File: config.mk
export PLATFORM = sky130hd
export DESIGN_NAME = sd_otf_converter
export DESIGN_NICKNAME = d
export VERILOG_FILES = /design/src/rtl/sd_otf_converter.sv
export SDC_FILE = /design/constraint.sdc
export NUM_CORES = 1
export LEC_CHECK = 0
export CORE_MARGIN = 4
export CORE_UTILIZATION = 58
export CTS_BUF_LIST = sky130_fd_sc_hd__clkbuf_16
export CTS_CLUSTER_DIAMETER = 100
export CTS_CLUSTER_SIZE = 20
export DETAILED_ROUTE_END_ITERATION = 10
export GPL_ROUTABILITY_DRIVEN = 0
export PLACE_DENSITY_LB_ADDON = 0.12
export SYNTH_ARGS = -nofsm -noshare
export SYNTH_HDL_FRONTEND = slang
export SYNTH_SLANG_ARGS = --single-unit
File: constraint.sdc
create_clock -name clk -period 3.88 [get_ports clk]
set_input_delay 0.388 -clock clk [delete_from_list [all_inputs] [get_ports clk]]
set_output_delay 0.388 -clock clk [all_outputs]
set_load 0.05 [all_outputs]
File: src/rtl/sd_otf_converter.sv
// Serial signed-digit (MSD first) to two's-complement converter using on-the-fly
// conversion: Q/QM pair updated per digit, so the word is ready right after the last digit.
module sd_otf_converter #(
  parameter int DIGITS = 8
) (
  input  logic            clk,
  input  logic            rst_n,
  input  logic            start,
  input  logic            digit_valid,
  input  logic            digit_p,
  input  logic            digit_n,
  output logic [DIGITS:0] result,
  output logic            result_valid,
  output logic            busy,
  output logic            abort
);

  localparam int CW = $clog2(DIGITS);
  localparam logic [CW-1:0] LAST = CW'(DIGITS - 1);

  typedef enum logic {IDLE, RUN} state_t;

  state_t          r_state, w_stateNext;
  logic [CW-1:0]   r_cnt, w_cntNext;
  logic [DIGITS:0] r_q, r_qm;
  logic [DIGITS:0] w_qBase, w_qmBase, w_qNext, w_qmNext;
  logic            w_accept, w_last, w_abort, w_plus, w_minus;
  logic            w_resultValidNext, w_busyNext, w_abortNext;

  assign w_plus   = digit_p & ~digit_n;
  assign w_minus  = digit_n & ~digit_p;
  assign w_accept = digit_valid && (start || r_state == RUN);
  assign w_last   = digit_valid && !start && r_state == RUN && r_cnt == LAST;
  assign w_abort  = digit_valid && start && r_state == RUN;

  // A start digit restarts the pair from Q=0, QM=-1 regardless of stale contents
  always_comb begin
    w_qBase  = start ? '0 : r_q;
    w_qmBase = start ? '1 : r_qm;
    w_qNext  = {w_qBase[DIGITS-1:0], 1'b0};
    w_qmNext = {w_qmBase[DIGITS-1:0], 1'b1};
    if (w_plus) begin
      w_qNext  = {w_qBase[DIGITS-1:0], 1'b1};
      w_qmNext = {w_qBase[DIGITS-1:0], 1'b0};
    end else if (w_minus) begin
      w_qNext  = {w_qmBase[DIGITS-1:0], 1'b1};
      w_qmNext = {w_qmBase[DIGITS-1:0], 1'b0};
    end
  end

  always_ff @(posedge clk or negedge rst_n) begin
    if (!rst_n) begin
      r_state <= IDLE;
      r_cnt   <= '0;
      r_q     <= '0;
      r_qm    <= '1;
    end else begin
      r_state <= w_stateNext;
      r_cnt   <= w_cntNext;
      if (w_accept) begin
        r_q  <= w_qNext;
        r_qm <= w_qmNext;
      end
    end
  end

  always_comb begin
    w_stateNext = r_state;
    w_cntNext   = r_cnt;
    case (r_state)
      IDLE: begin
        if (digit_valid && start) begin
          w_stateNext = RUN;
          w_cntNext   = CW'(1);
        end
      end
      RUN: begin
        if (digit_valid && start) begin
          w_cntNext = CW'(1);
        end else if (w_last) begin
          w_stateNext = IDLE;
          w_cntNext   = '0;
        end else if (digit_valid) begin
          w_cntNext = r_cnt + CW'(1);
        end
      end
      default: begin
        w_stateNext = IDLE;
        w_cntNext   = '0;
      end
    endcase
  end

  always_comb begin
    w_resultValidNext = w_last;
    w_abortNext       = w_abort;
    w_busyNext        = (w_stateNext == RUN);
  end

  always_ff @(posedge clk or negedge rst_n) begin
    if (!rst_n) begin
      result       <= '0;
      result_valid <= 1'b0;
      busy         <= 1'b0;
      abort        <= 1'b0;
    end else begin
      result_valid <= w_resultValidNext;
      busy         <= w_busyNext;
      abort        <= w_abortNext;
      if (w_last) result <= w_qNext;
    end
  end

endmodule

Yosys cells after proc, flatten, opt, wreduce, memory -nomap -nowiden
Cells that the tools add are included.
- register bits after elaboration: 31
- bits of input ports: 6
- output and inout port bits: 12
- logic and storage cells: 40
- equal/unequal tests: 3
- $add $sub $neg: 1
- bitwise gates (word level): 5
- mux-type cells: 15
- reductions and logical operators: 9
- operator list (operator ; number):
    $mux 8 ; 3
    $mux 9 ; 2
    $mux 3 ; 4
    $logic_and 1x1->1 ; 6
    $pmux 3 s2 ; 1
    $mux 1 ; 4
    $ne 4x2->1 const B ; 1
    $add 3x1->3 const B ; 1
    $eq 3x3->1 const B ; 1
    $not 1->1 ; 3
    $and 1x1->1 ; 2
    $ne 2x2->1 const B ; 1
    $pmux 1 s2 ; 1
    $reduce_and 2->1 ; 1
    $logic_not 1->1 ; 1
    $logic_or 1x1->1 ; 1

Logic depth before layout (Yosys ltp)
Gate-level depths: netlist of the first run.
- depth after elaboration: 7
- depth in mapped cells: 6

Worst setup path after synthesis of the first run
No wires, ideal clock.
- path kind: register to register
- start: register busy (netlist name)
- end: register r_qm[0]
- slack: 2.310 ns
- period minus slack after synthesis: 1.570 ns
- path buffers: 2
- data arrival time: 1.486 ns
- stages on the path, launching flop included: 5
- library setup time: 0.085 ns
- path through: dfrtp_1 buf_2 o21ai_1 buf_2 mux2_1
- RTL lines (item ; line ; source):
    end signal, assigned ; 62 ; r_qm <= w_qmNext;
    end, declared ; 25 ; logic [DIGITS:0] r_q, r_qm;

Worst setup path in the final report of the first run
- start: register busy
- end: output port busy
- RTL lines (item ; line ; source):
    start, declared ; 14 ; output logic busy,
    start signal, assigned ; 108 ; busy <= w_busyNext;
No word-level cell between the ends.

==> results.md, run 1 <==
- Post-synthesis sequential area ratio: 52.4%
- Die H: 58.9 µm
- Multiplexer share of the synthesized area: 1.42%
- I/O pin cnt: 18
- Layout area overhead: 20.5%
- Run status: finished clean
- Crit path time final: 2.10 ns
- Worst Hold End: r_qm[4]
- Top cell type by total area after synthesis: dfrtp_1
- Wire length per cell: 15.0 µm
- CTS clk-pin slew, worst paths: 0.05 ns
- Setup Buffers After CTS: 0
- Synth top area cells: dfrtp_1 38%, dfstp_2 14%, nand2_1 6.8%
- CP arrival: 1.72 ns
- Drt initial violations: 23
- Reg-to-Reg Start: busy
- Logic pwr share: 24.3%
- Dpl cell area: 0.00167 mm²
- Largest net degree at the start of global routing: 26
- Largest family of logic cells by synthesized area: simple AND/OR/NAND/NOR gates
- Worst hold stages: 2
- CTS Buf Count: 5
- Peak Freq: 0.475 GHz
- Post-CTS resize count: 0
- RSZ-0062 raised after global routing: no
- Initial antenna violation count: 0
- Die area: 0.00346 mm²
- # Max-Cap Violations: 0
- Synthesized area: 0.00150 mm²
- Gr ovfl total: 0
- Pwr per Cell Area: 575 mW/mm²
- Maximum vdd drop: 0.534 mV
- Detail Route Antenna Nets: 0
- EDFF count, synth: 0
- Register-to-Register Setup Slack: 2.25 ns
- Clock latency at the later pin of the worst-skew pair: 0.28 ns
- Post-Synth XOR/XNOR Area: 0%
- Longest Clk Path Bufs: 2
- CP max FO: 10
- Adder-cell share of the synthesized area: 3.34%
- Dpl cells: 187
- CP Depth: 1
- Unique masters post-synth: 28
- # hold bufs at CTS: 0
- #FFs+latches synth: 31
- HP Class: register to register
- Final Non-Filler Cells: 195
- Top-count cell post-synth: nand2_1
- ANT cells: 0
- Die X-Extent: 58.9 µm
- Sw frac: 31.1%
- H-tree levels: 2
- Hold Slack: 0.486 ns
- Setup crit end kind: output pin
- Routed WL: 2.92 mm
- FP Rows: 18
- Vias after detailed routing: 1,085
- Warnings, synthesis: 0
- Core Box Area: 0.00248 mm²
- Prevailing post-synth register cell: dfrtp_1
- Largest stage delay on the critical path: 0.88 ns
- Post-Syn Nets: 158
- Post-layout net count: 174
- Syn_area_per_cell: 10.1 µm²
- Worst setup SP type: register
- Critical path type: register to output pin
- DRC: 0
- Share of flip-flops with an asynchronous set or reset: 100%
- Setup Skew: 0.00573 ns
- Synth Area in Compound Gates: 18.3%
- Share of total power in sequential cells: 41.3%
- Global Route Usage Sum: 19.7%
- Synth top area share: 38.4%
- Starting density of the core: 60.6%
- Clock Sinks: 31
- Slew Viols, Final: 0
- Fin crit share: 54.2%
- IO buf count: 17
- Hpwl dp: 2.07 mm
- DR pass1 iterations: 4
- Setup TNS: 0 ns
- Vias per cell: 5.56
- Final hold vios: 0
- Crit path max-delay family: buffers and inverters
- Buffers and inverters on the worst path: 1
- Internal power: 0.717 mW
- First-pass GRT wire length: 5.11 mm
- CTS tree: built
- Simple-gate share of the synthesized area: 19.1%
- Rel. slew slack: 29.5%
- Worst Path Required: 3.49 ns
- Net Sw Power: 0.324 mW
- Root Driver: clkbuf_16
- Finish-stage setup viols: 0
- Vias in the first global route: 1,128
- Pwr Total: 1.04 mW
- Worst reg2reg path depth: 4
- Min-Delay Startpoint: r_qm[4]
- Share of cells above drive strength 1: 15.2%
- Highest-delay cell along the critical path: clkdlybuf4s50_1
- Reported leakage power: 0.798 nW
- Post-Syn Instances: 148
- Worst slew pin tran: 1.05 ns
- Area of all placed cells without fillers: 0.00181 mm²
- Cell chain of the critical path: clkdlybuf4s50_1
- FF-to-FF End: r_qm[6]
- Top cells by count, synth: 27 x nand2_1, 23 x dfrtp_1, 17 x o21ai_1
- Clk network pwr share: 34.4%
[flip-flops by register name, summed over array words and instances, names as in the netlist]
signal	cells
result_valid	1
abort	1
r_q	8
result	9
busy	1
r_qm	8
r_cnt	3
[area by class of cell]
type,instances,area [µm²]
Fill cell,202,669
Sequential cell,31,786
Clock buffer,5,125
Clock inverter,3,11.3
Timing Repair Buffer,19,185
Inverter,7,26.3
Tap cell,30,37.5
Multi-Input combinational cell,100,637
[power groups by stage]
stage	registers (mW)	logic [mW]	clock network, mW
3_5_place_dp	0.433	0.254	0
6_report	0.429	0.253	0.358
5_1_grt	0.437	0.277	0.374
4_1_cts	0.430	0.256	0.361
2_1_floorplan	0.496	0.109	0
3_3_place_gp	0.432	0.246	0
[per-stage QoR]
stage	util [%]	setup slack (ns)
5_1_grt	73.0	1.68
4_1_cts	73.0	1.78
6_report	73.0	1.78
2_1_floorplan	-	2.31
3_5_place_dp	67.5	1.56
3_3_place_gp	67.5	1.59
[cell families after synthesis]
family | after synthesis
mux | 2
buf+inv | 17
fa+ha+maj | 4
compound gates | 38
simple gates | 56
flops | 31
[how the worst max path moves through the flow]
stage	startpoint	end	slack, ns
2_1_floorplan	busy	r_qm[0]	2.31
3_3_place_gp	start	r_qm[4]	1.59
3_5_place_dp	start	r_qm[7]	1.56
4_1_cts	busy	busy	1.78
5_1_grt	start	r_qm[6]	1.68
6_report	busy	busy	1.78
[layout by cell type (no fill, tap or decap)]
| cell | instances |
|---|---|
| nand2_1 | 27 |
| dfrtp_1 | 23 |
| clkdlybuf4s50_1 | 17 |
| o21ai_1 | 16 |
| nor2b_1 | 15 |
| dfstp_2 | 8 |
| inv_1 | 7 |
| nor2_1 | 7 |
| o31ai_1 | 7 |
| o22ai_2 | 7 |
| clkbuf_16 | 5 |
| ha_1 | 4 |
| o22ai_1 | 3 |
| clkinv_1 | 2 |
| buf_4 | 2 |
| nand4b_4 | 1 |
| inv_2 | 1 |
| and3_1 | 1 |
| a22o_1 | 1 |
| o21ai_2 | 1 |
| or2_1 | 1 |
| mux2_1 | 1 |
| or3b_1 | 1 |
| and2b_1 | 1 |
| o32a_1 | 1 |
| nand3_1 | 1 |
| o21a_1 | 1 |
| nor3b_1 | 1 |
| o21ai_0 | 1 |
| mux2i_1 | 1 |
[worst min-delay path, stage by stage (launching register included)]
cell and delay, ns:
dfstp_2 0.37, nand2_1 0.05, o31ai_1 0.06
[routing by layer]
layer	track usage, %	vias to the layer above	part of all wire [%]	routed length (µm)
met5	0	-	0	0
met3	4.17	7	3.9	115
met1	23.8	523	45	1310
met2	33.0	17	49	1440
met4	10.0	0	2.0	57
li1	-	538	-	-
Power figures use the tool's default switching activity.
==> run 2, diff against run 1 <==
- CORE_UTILIZATION: 58 -> 54
- clock period: 3.88 -> 2.05 ns (I/O delays scaled with it)
==> run 2 against run 1 <==
Net effect:
- first-iteration DRC count up 87%
- core utilization about the same
- power up 100%
- routed wire length down 3.3%
- cell area up 3.7%
- clock power up 130%
- sequential power up 89%
- count of clock-buffer cells in the layout unchanged
- critical path depth unchanged
- largest power group is now the clock network
- worst setup slack worse by 1.6 ns
- die area up 6.4%
- combinational power up 92%
==> results.md, run 2 (synthesized netlist as in run 1, its figures left out) <==
- Run status: finished clean
- IO buf count: 17
- H-tree levels: 2
- Die area: 0.00369 mm²
- Post-layout net count: 178
- Largest register by flop count: result
- Core Box Area: 0.00257 mm²
- Vias after detailed routing: 1,107
- Root Driver: clkbuf_16
- Crit path time final: 1.90 ns
- Fin crit share: 92.6%
- Flip-flop count of the largest register after layout: 9
- Drt initial violations: 43
- CTS Buf Count: 5
- Slew Viols, Final: 0
- Worst setup SP type: register
- Peak Freq: 0.527 GHz
- Biggest regs: result (9), r_q (8), r_qm (8)
- Hpwl dp: 1.92 mm
- Pwr per Cell Area: 1120 mW/mm²
- Commonest cells after routing, fill and taps aside: 27 x nand2_1, 23 x dfrtp_1, 17 x o21ai_1, 17 x clkdlybuf4s50_1, 15 x nor2b_1
- Highest-delay cell along the critical path: clkdlybuf4s50_1
- Global Route Usage Sum: 18.5%
- Largest stage delay on the critical path: 0.87 ns
- Maximum vdd drop: 0.950 mV
- Routed WL: 2.83 mm
- Final hold vios: 0
- Setup Skew: 0.00506 ns
- CTS tree: built
- Reported leakage power: 0.832 nW
- Most common cell after layout, fill and taps aside: nand2_1
- FP Rows: 18
- I/O pin cnt: 18
- Worst Path Required: 1.85 ns
- Post-CTS resize count: 0
- Buffers and inverters on the worst path: 1
- CP arrival: 1.69 ns
- # hold bufs at CTS: 0
- Share of cells above drive strength 1: 17.8%
- CTS clk-pin slew, worst paths: 0.05 ns
- Clock Sinks: 31
- Worst reg2reg path depth: 5
- Die H: 60.7 µm
- DRC: 0
- Die X-Extent: 60.7 µm
- Rel. slew slack: 66.7%
- Setup TNS: 0 ns
- Setup Buffers After CTS: 0
- Finish-stage setup viols: 0
- CP Depth: 1
- First-pass GRT wire length: 4.90 mm
- Vias per cell: 5.56
- ANT cells: 0
- CP max FO: 10
- Layout area overhead: 24.9%
- RSZ-0062 raised after global routing: no
- Initial antenna violation count: 0
- Wire length per cell: 14.2 µm
- Cell chain of the critical path: clkdlybuf4s50_1
- DR pass1 iterations: 4
- Crit path max-delay family: buffers and inverters
- # Max-Cap Violations: 0
- Clock latency at the later pin of the worst-skew pair: 0.27 ns
- Longest Clk Path Bufs: 2
- Gr ovfl total: 0
- Worst slew pin tran: 0.498 ns
- Critical path type: register to output pin
- Setup crit end kind: output pin
- HP Class: input pin to async pin
- Detail Route Antenna Nets: 0
- Starting density of the core: 58.4%
- Vias in the first global route: 1,084
- Pwr Total: 2.11 mW
- Largest net degree at the start of global routing: 32
[run 2: cell types whose count changed in the layout (fill, tap and decap cells not counted), sizes merged]
cell    delta
bufinv     +1
buf        +4
inv        -1
[run 2: per-stage QoR]
step / utilization [%] / std cells / hold slack (ns) / setup slack [ns] / area, µm²
floorplan: - / 148 / -0.0906 / 0.480 / 1500
global placement: 66.6 / 191 / 0.461 / 0.149 / 1710
detailed placement: 66.6 / 191 / 0.470 / 0.0924 / 1710
CTS: 73.0 / 199 / 0.341 / 0.156 / 1870
global route: 73.0 / 199 / 0.361 / 0.0890 / 1870
finish: 73.0 / 199 / 0.323 / 0.151 / 1870
[run 2: area by class of cell]
type	count	area (µm²)
Multi-Input combinational cell	100	633
Clock buffer	5	125
Fill cell	187	693
Sequential cell	31	786
Tap cell	30	37.5
Inverter	7	26.3
Clock inverter	3	38.8
Timing Repair Buffer	23	228
[run 2: power breakdown]
| part | leakage (nW) | internal, mW | switching, mW |
|---|---|---|---|
| clock | 0.0812 | 0.565 | 0.247 |
| sequential | 0.383 | 0.739 | 0.0709 |
| combinational | 0.368 | 0.190 | 0.294 |
[run 2: routing by layer]
layer  vias to the layer above  global-route usage, %  wire length, µm
li1                        539                      -                -
met1                       535                   20.7             1210
met2                        27                   31.6             1410
met3                         6                   6.81              148
met4                         0                   8.05               51
met5                         -                      0                0
[run 2: final timing paths]
path / start / to / slack, ns
worst min register to register: r_qm[7] / r_qm[7] / 0.47
max in group asynchronous: rst_n / r_qm[0] / 1.41
worst max register to register: r_cnt[0] / result[6] / 0.57
worst max-delay path: busy / busy / 0.15
min in group clk: r_qm[7] / r_qm[7] / 0.47
worst min-delay path: rst_n / result_valid / 0.32
